**config.mk**
```make
export PLATFORM = sky130hd
export DESIGN_NAME = mux_arbiter
export DESIGN_NICKNAME = d
export VERILOG_FILES = /design/src/rtl/mux_arbiter.sv
export SDC_FILE = /design/constraint.sdc
export NUM_CORES = 1
export LEC_CHECK = 0
export CORE_MARGIN = 4
export CORE_UTILIZATION = 29
export CTS_BUF_LIST = sky130_fd_sc_hd__clkbuf_8
export DETAILED_ROUTE_END_ITERATION = 12
export DONT_BUFFER_PORTS = 1
export SKIP_LAST_GASP = 1
export SLEW_MARGIN = 20
export SYNTH_ARGS = -nofsm -noshare
export SYNTH_HDL_FRONTEND = slang
export SYNTH_SLANG_ARGS = --single-unit
export TNS_END_PERCENT = 30
```
**constraint.sdc**
```tcl
create_clock -name clk -period 2.3 [get_ports clk]
set_input_delay 0.345 -clock clk [delete_from_list [all_inputs] [get_ports clk]]
set_output_delay 0.345 -clock clk [all_outputs]
set_load 0.01 [all_outputs]
```
**src/rtl/mux_arbiter.sv**
```systemverilog
// -----------------------------------------------------------------------------
// mux_arbiter
//
// Two-source round-robin arbiter with a registered output stage. Sources A and
// B present valid/data (req_x/data_x) and are accepted when their grant
// (gnt_x) is high in the same cycle. The accepted word is loaded into a single
// output register (out_valid/out_data) that drains under out_ready
// back-pressure.
//
// Fairness: while both sources request, a granted source keeps the grant for
// at most HOLD consecutive transfers before the grant moves to the other
// source. When the other source is idle, the grant persists indefinitely and
// the hold counter saturates. From IDLE with both sources requesting, the grant
// goes to the source that was not granted most recently.
//
// Ports
//   clk        in   single clock, rising edge
//   rst_n      in   asynchronous active-low reset
//   req_a      in   source A valid
//   data_a     in   source A data        [WIDTH-1:0]
//   req_b      in   source B valid
//   data_b     in   source B data        [WIDTH-1:0]
//   out_ready  in   downstream accepts out_data
//   gnt_a      out  source A ready (combinational)
//   gnt_b      out  source B ready (combinational)
//   sel        out  downstream mux select, 0 = A, 1 = B (registered state)
//   out_valid  out  out_data holds a word not yet taken
//   out_data   out  registered selected data [WIDTH-1:0]
//
// Parameters
//   WIDTH  data width (default 8)
//   HOLD   max consecutive transfers per grant under contention, 1..255
// -----------------------------------------------------------------------------
module mux_arbiter #(
  parameter int WIDTH = 8,
  parameter int HOLD  = 4
) (
  input  logic             clk,
  input  logic             rst_n,
  input  logic             req_a,
  input  logic [WIDTH-1:0] data_a,
  input  logic             req_b,
  input  logic [WIDTH-1:0] data_b,
  input  logic             out_ready,
  output logic             gnt_a,
  output logic             gnt_b,
  output logic             sel,
  output logic             out_valid,
  output logic [WIDTH-1:0] out_data
);

  typedef enum logic [1:0] {
    IDLE  = 2'd0,
    GNT_A = 2'd1,
    GNT_B = 2'd2
  } state_e;

  typedef enum logic {
    SRC_A = 1'b0,
    SRC_B = 1'b1
  } src_e;

  // Last transfer index within a grant; the counter never passes this value.
  localparam logic [7:0] HOLD_LAST = 8'(HOLD - 1);

  state_e           state_q, state_d;
  src_e             last_q, last_d;
  logic [7:0]       hold_cnt_q, hold_cnt_d;
  logic             out_valid_q, out_valid_d;
  logic [WIDTH-1:0] out_data_q, out_data_d;

  logic space;
  logic xfer_a;
  logic xfer_b;
  logic hold_at_limit;

  // ---------------------------------------------------------------------------
  // Handshake decode
  // ---------------------------------------------------------------------------
  // The output register can take a new word when it is empty or being drained
  // this cycle. Grants depend only on registered state and this space term, so
  // there is no combinational path from req_x to gnt_x.
  always_comb begin
    space         = !out_valid_q || out_ready;
    gnt_a         = (state_q == GNT_A) && space;
    gnt_b         = (state_q == GNT_B) && space;
    xfer_a        = req_a && gnt_a;
    xfer_b        = req_b && gnt_b;
    hold_at_limit = (hold_cnt_q == HOLD_LAST);
  end

  // ---------------------------------------------------------------------------
  // Next-state logic
  // ---------------------------------------------------------------------------
  // NOTE: every variable assigned in this block gets a default first, so no
  // path through the case statement can leave it unassigned and infer a latch.
  always_comb begin
    state_d = state_q;

    unique case (state_q)
      IDLE: begin
        if (req_a && req_b) begin
          // Contention from idle: favour the source that did not go last.
          state_d = (last_q == SRC_A) ? GNT_B : GNT_A;
        end else if (req_a) begin
          state_d = GNT_A;
        end else if (req_b) begin
          state_d = GNT_B;
        end
      end

      GNT_A: begin
        // Dropping the request is honoured even while the output is stalled;
        // the hold-limit switch needs an actual transfer, so a stall blocks it.
        if (!req_a) begin
          state_d = req_b ? GNT_B : IDLE;
        end else if (xfer_a && hold_at_limit && req_b) begin
          state_d = GNT_B;
        end
      end

      GNT_B: begin
        if (!req_b) begin
          state_d = req_a ? GNT_A : IDLE;
        end else if (xfer_b && hold_at_limit && req_a) begin
          state_d = GNT_A;
        end
      end

      default: state_d = IDLE;
    endcase
  end

  // ---------------------------------------------------------------------------
  // Grant bookkeeping: last granted source and hold counter
  // ---------------------------------------------------------------------------
  always_comb begin
    last_d     = last_q;
    hold_cnt_d = hold_cnt_q;

    if ((state_d == GNT_A) && (state_q != GNT_A)) begin
      last_d = SRC_A;
    end else if ((state_d == GNT_B) && (state_q != GNT_B)) begin
      last_d = SRC_B;
    end

    // Counter restarts on any state change. Otherwise it counts transfers and
    // sticks at HOLD-1, so a lone requester keeps the grant and the first
    // transfer after the other side starts requesting hands the grant over.
    if (state_d != state_q) begin
      hold_cnt_d = '0;
    end else if ((xfer_a || xfer_b) && !hold_at_limit) begin
      hold_cnt_d = hold_cnt_q + 8'd1;
    end
  end

  // ---------------------------------------------------------------------------
  // Output register
  // ---------------------------------------------------------------------------
  // Data is captured only on a transfer, so a non-granted source's data and a
  // stalled source's data never reach out_data.
  always_comb begin
    out_valid_d = out_valid_q;
    out_data_d  = out_data_q;

    if (xfer_a) begin
      out_valid_d = 1'b1;
      out_data_d  = data_a;
    end else if (xfer_b) begin
      out_valid_d = 1'b1;
      out_data_d  = data_b;
    end else if (out_ready) begin
      out_valid_d = 1'b0;
    end
  end

  // ---------------------------------------------------------------------------
  // State registers
  // ---------------------------------------------------------------------------
  // NOTE: sequential state uses non-blocking assignments so every register
  // samples the pre-edge values of the others, independent of statement order.
  // The data register is reset as well: an aborted word must not survive reset
  // and out_data reads back as zero afterwards.
  always_ff @(posedge clk or negedge rst_n) begin
    if (!rst_n) begin
      state_q     <= IDLE;
      last_q      <= SRC_B;
      hold_cnt_q  <= '0;
      out_valid_q <= 1'b0;
      out_data_q  <= '0;
    end else begin
      state_q     <= state_d;
      last_q      <= last_d;
      hold_cnt_q  <= hold_cnt_d;
      out_valid_q <= out_valid_d;
      out_data_q  <= out_data_d;
    end
  end

  // sel comes straight from the state register, so it only moves on an edge.
  assign sel       = (state_q == GNT_B);
  assign out_valid = out_valid_q;
  assign out_data  = out_data_q;

endmodule
```
* Word level (Yosys, flattened, before mapping)
Index checks and enable logic that the tools add are counted.
Cells by class: mux-type cells 20, equality and inequality tests 8, $add $sub $neg 1, reduce and logical (&&, ||, !) cells 21
Operators with widths (number):
- 8-bit two-way mux | 4
- 2-bit two-way mux | 9
- 1-bit logical AND | 12
- 8-bit by 1-bit adder with 8-bit output, second input constant | 1
- 8-bit by 2-bit == test with 1-bit output, second input constant | 1
- 1-bit two-way mux | 6
- 2-bit one-hot mux with 3 select lines | 1
- 2-bit nonzero test | 3
- 2-bit by 1-bit == test with 1-bit output, second input constant | 2
- 2-bit == test, second input constant | 2
- 3-bit nonzero test | 1
- 1-bit logical NOT | 2
- 2-bit logical NOT | 1
- 1-bit logical OR | 2
- 2-bit by 1-bit != test with 1-bit output, second input constant | 1
- 2-bit != test | 1
- 2-bit != test, second input constant | 1
Word-level totals: output and inout bits 12, register bits after elaboration 20, input port bits 21

* Logic depth before layout (Yosys ltp)
word-level depth 13, depth in mapped cells 6, gate-level depth less buffers 4

* Worst setup path before layout
Ideal clock, no wire load.
path type flip-flop to flip-flop, from register state_q[1], to register hold_cnt_q[5], slack 0.562 ns, buffers on the path 0, cell stages (with the launch flop) 5, data required time 2.189 ns, clock period less this slack 1.738 ns, arrival time 1.627 ns, setup time 0.111 ns, cells stage by stage dfrtp_1 nand3b_1 a21o_1 or4_1 a222oi_1
On the way: cells in the longest elaborated chain, start to end 10, elaborated cells between the ends (all ways) 24, those cells by class eq/ne (3); mux (9); reduce/logical (12)
RTL lines:
- start, declared | RTL line 66 | state_e state_q, state_d;
- start signal, assigned | RTL line 192 | state_q <= state_d;
- 2-bit == test or 2-bit by 1-bit == test with 1-bit output (tied branches) | RTL line 86, 100, 85
- 1-bit logical AND, on equally long branches | RTL line 86, 85
- 1-bit logical AND, on equally long branches | RTL line 88, 87
- 1-bit logical AND, on equally long branches (2 in series) | RTL line 125, 117
- 2-bit two-way mux, on equally long branches | RTL line 125, 117
- 2-bit two-way mux, on equally long branches | RTL line 123, 115
- 2-bit one-hot mux with 3 select lines | RTL line 100 | unique case (state_q)
- 2-bit != test | RTL line 150 | if (state_d != state_q) begin
- 8-bit two-way mux or 2-bit nonzero test (tied branches)
- end signal, assigned | RTL line 194 | hold_cnt_q <= hold_cnt_d;
- end, declared | RTL line 68 | logic [7:0] hold_cnt_q, hold_cnt_d;
Parallel ways exist; a longest one is shown, timed or not. A chain may end at the register's enable or synchronous reset.

* Final worst setup path
from register state_q[1], to register hold_cnt_q[7]
The elaborated chain is that of the path after synthesis.

==> qor.csv <==
stage;metric;value;unit
outcome;status;finished, final reports clean;
synth;synth_edf_count;0;
die;num_rows;22;
finish;fin_cells;169;
die;die_area;0.004871;mm²
timing;setup_viol;0;
worst_setup_path;critical_path_required;2.45;ns
finish;drive_gt1_frac;0.07438;
die;coreArea;0.003689;mm²
worst_setup_path;critical_path.max_fanout;18;
pwr;leakage;0.4804;nW
clock_network;clk_path_buf_depth;2;
clock_network;clk_latency;0.25;ns
die;die_h;69.79;µm
die;ios;33;
place;placed_cell_area;0.001157;mm²
clock_network;root_buffer;clkbuf_8;
pwr;peakVddDrop;0.4972;mV
clock_network;cts_buffers;3;
timing;max-slew-margin-rel;0.3620;
worst_setup_path;crit_chain;nand3b_1 > a21o_1 > or4_1 > a222oi_1;
detailed_routing;finalWirelength;2869;µm
detailed_routing;drc;0;
global_route;grt_pass1_wl;4843;µm
timing;hold_viol;0;
synth;synth.avg_cell_area;9.228;µm²
detailed_routing;vias;975;
global_route;gr-total-overflow;0;
worst_setup_path;crit_slowest_cell;or4_1;
timing;fin_worst_skew;0.003236;ns
flow_run;max_cap_viol_count;0;
place;numPortBuffers;0;
detailed_routing;antenna_left;0;
worst_setup_path;path_buf_inv;0;
timing;fmax;0.5029;GHz
synth;yosys.area.top_type;dfrtp_1;
timing;maxSlewViolCount;0;
place;place_inst;164;
worst_setup_path;cpLargestDelayFamily;simple AND/OR/NAND/NOR gates;
global_route;grt_pass1_vias;945;
synth;syn_inst;120;
synth;ys_seq_area_frac;0.4531;
finish;nets;144;
die;initial_core_util;0.3002;
timing;period_minus_slack;1.989;ns
timing;fin_setup_tns;0;ns
synth;syn-cell-area;0.001107;mm²
finish;layout_common_cells;nand2_1 (20), dfrtp_1 (19), a222oi_1 (7), nor2_1 (6);
detailed_routing;routed_via_density;5.769;
hold_path;hp-class;input port to flop;
place;dp_slack;0.3138;ns
worst_setup_path;critical_path_class;flop to flop;
detailed_routing;drtIter0Drc;47;
clock_network;cts_resized;0;
hold_path;hp-start;data_a[6];
synth;synthTopCellsByArea;dfrtp_1 (43%), nand2_1 (6.8%), a222oi_1 (6.3%), a31oi_1 (2.8%), dfstp_2 (2.4%);
finish;antenna_cells;0;
worst_setup_path;critPathLaunch;state_q[1]$_DFF_PN0_;
place;hpwlAfterDp;2133;µm
worst_setup_path;cpPeakStageDelay;0.55;ns
timing;setup_slack;0.3115;ns
clock_network;clk_pin_slew_worst_paths;0.08;ns
detailed_routing;firstDrtPassIters;5;
worst_setup_path;start_kind;flop;
global_route;grt_usage;0.1230;
clock_network;cts.sinks;20;
clock_network;cts_max_level;1;
synth;synth_ff_type;dfrtp_1;
synth;synthesis.nets;142;
finish;layout_commonest_cell;nand2_1;
clock_network;cts_tree;yes;
worst_setup_path;worstPathArrival;2.14;ns
timing;post-route-period-util;0.8646;
timing;rsz0062_at_grt;no;
place;routabilityCongestion;0.8117;
global_route;grt_start_max_net_pins;21;
finish;synthToLayoutAreaGrowth;10.40;%
synth;yosys.cell_types.count;37;
die;dieWidth;69.79;µm
worst_setup_path;r2r-start;state_q[1]$_DFF_PN0_;
synth;synthArstFlopShare;1.000;
timing;worst_pin_slew;0.9538;ns
finish;stdcell_area;0.001222;mm²
global_route;antenna_found_initial;0;
synth;synth_top_area_share;0.4294;
detailed_routing;wl_per_cell;16.98;µm
synth;ys_ff_latch;20;
pwr;p_per_area;1022;mW/mm²
synth;synth_warnings;0;
worst_setup_path;critPathCaptureType;flop;
clock_network;post_cts_buffers;0;
## area by class of cell
class | instances | area, µm²
Fill cell | 404 | 2466
Multi-Input combinational cell | 92 | 573.1
Sequential cell | 20 | 501.7
Tap cell | 48 | 60.06
Clock buffer | 4 | 55.05
Timing Repair Buffer | 3 | 25.02
Inverter | 2 | 7.507
## report_power, final
part	leakage, nW	internal (mW)	total (mW)	switching (mW)
clock network	0.0288	0.152	0.267	0.115
logic	0.196	0.147	0.388	0.241
registers	0.255	0.465	0.594	0.130
## worst paths after layout
kind / to / cells after the start / slack [ns]
max in group asynchronous: hold_cnt_q[2]$_DFFE_PN0P_ / 1 / 1.04
min: out_data[6]$_DFFE_PN0N_ / 2 / 0.22
min in group asynchronous: hold_cnt_q[1]$_DFFE_PN0P_ / 1 / 0.69
min reg2reg: last_q$_DFFE_PN1P_ / 1 / 0.53
max: hold_cnt_q[7]$_DFFE_PN0P_ / 4 / 0.31
max reg2reg: hold_cnt_q[7]$_DFFE_PN0P_ / 4 / 0.31
## cell families after synthesis
logic type      synth area share
compound gates            0.2475
xor+xnor                0.007911
fa+ha+maj                0.01130
buf+inv                  0.02938
flops                     0.4531
simple gates              0.2508
## worst register-to-register path: stages, from the launching register on
cell and delay [ns]:
dfrtp_1 0.44, nand3b_1 0.23, a21o_1 0.36, or4_1 0.55, a222oi_1 0.30
## registers in the layout, summed over array words and instances (netlist names)
name,count
hold_cnt_q,8
last_q,1
out_data,8
out_valid,1
state_q,2
## synthesized netlist by cell type (2+ instances only)
cell and instances:
a21o_1 2, a222oi_1 7, a22oi_1 3, a31o_2 2, a31oi_1 5, and3_1 2
buf_2 2, clkbuf_1 4, dfrtp_1 19, inv_1 2, nand2_1 20, nand2b_1 3
nand3_1 5, nand3b_1 3, nand4_1 2, nor2_1 6, nor2b_1 3, nor3_1 2
o21ai_0 5, o31ai_1 3, or3_1 2, or4_1 3
## per-stage QoR
step / util / power (mW) / hold WS [ns]
final: 0.3314 / 1.250 / 0.2178
after global routing: 0.3314 / 1.351 / 0.2107
after CTS: 0.3314 / 1.262 / 0.2208
after detailed placement: 0.3138 / 0.9837 / 0.05038
after global placement: 0.3138 / 0.9696 / 0.05033
after floorplan: - / 0.8727 / 0.04941
## per-layer routing
| metal | vias up | GRT usage | routed length [µm] |
|---|---|---|---|
| met4 | 0 | 0.05106 | 41 |
| met2 | 32 | 0.1931 | 1404 |
| li1 | 465 | - | - |
| met1 | 476 | 0.1587 | 1233 |
| met3 | 2 | 0.03333 | 189 |
| met5 | - | 0 | 0 |
## repair_timing
action	in CTS	in global routing
hold buffers	1	0
endpoints found under the setup margin	0	0
hold endpoints to repair	20	0
Note: power is estimated with default switching activity, not from simulation.
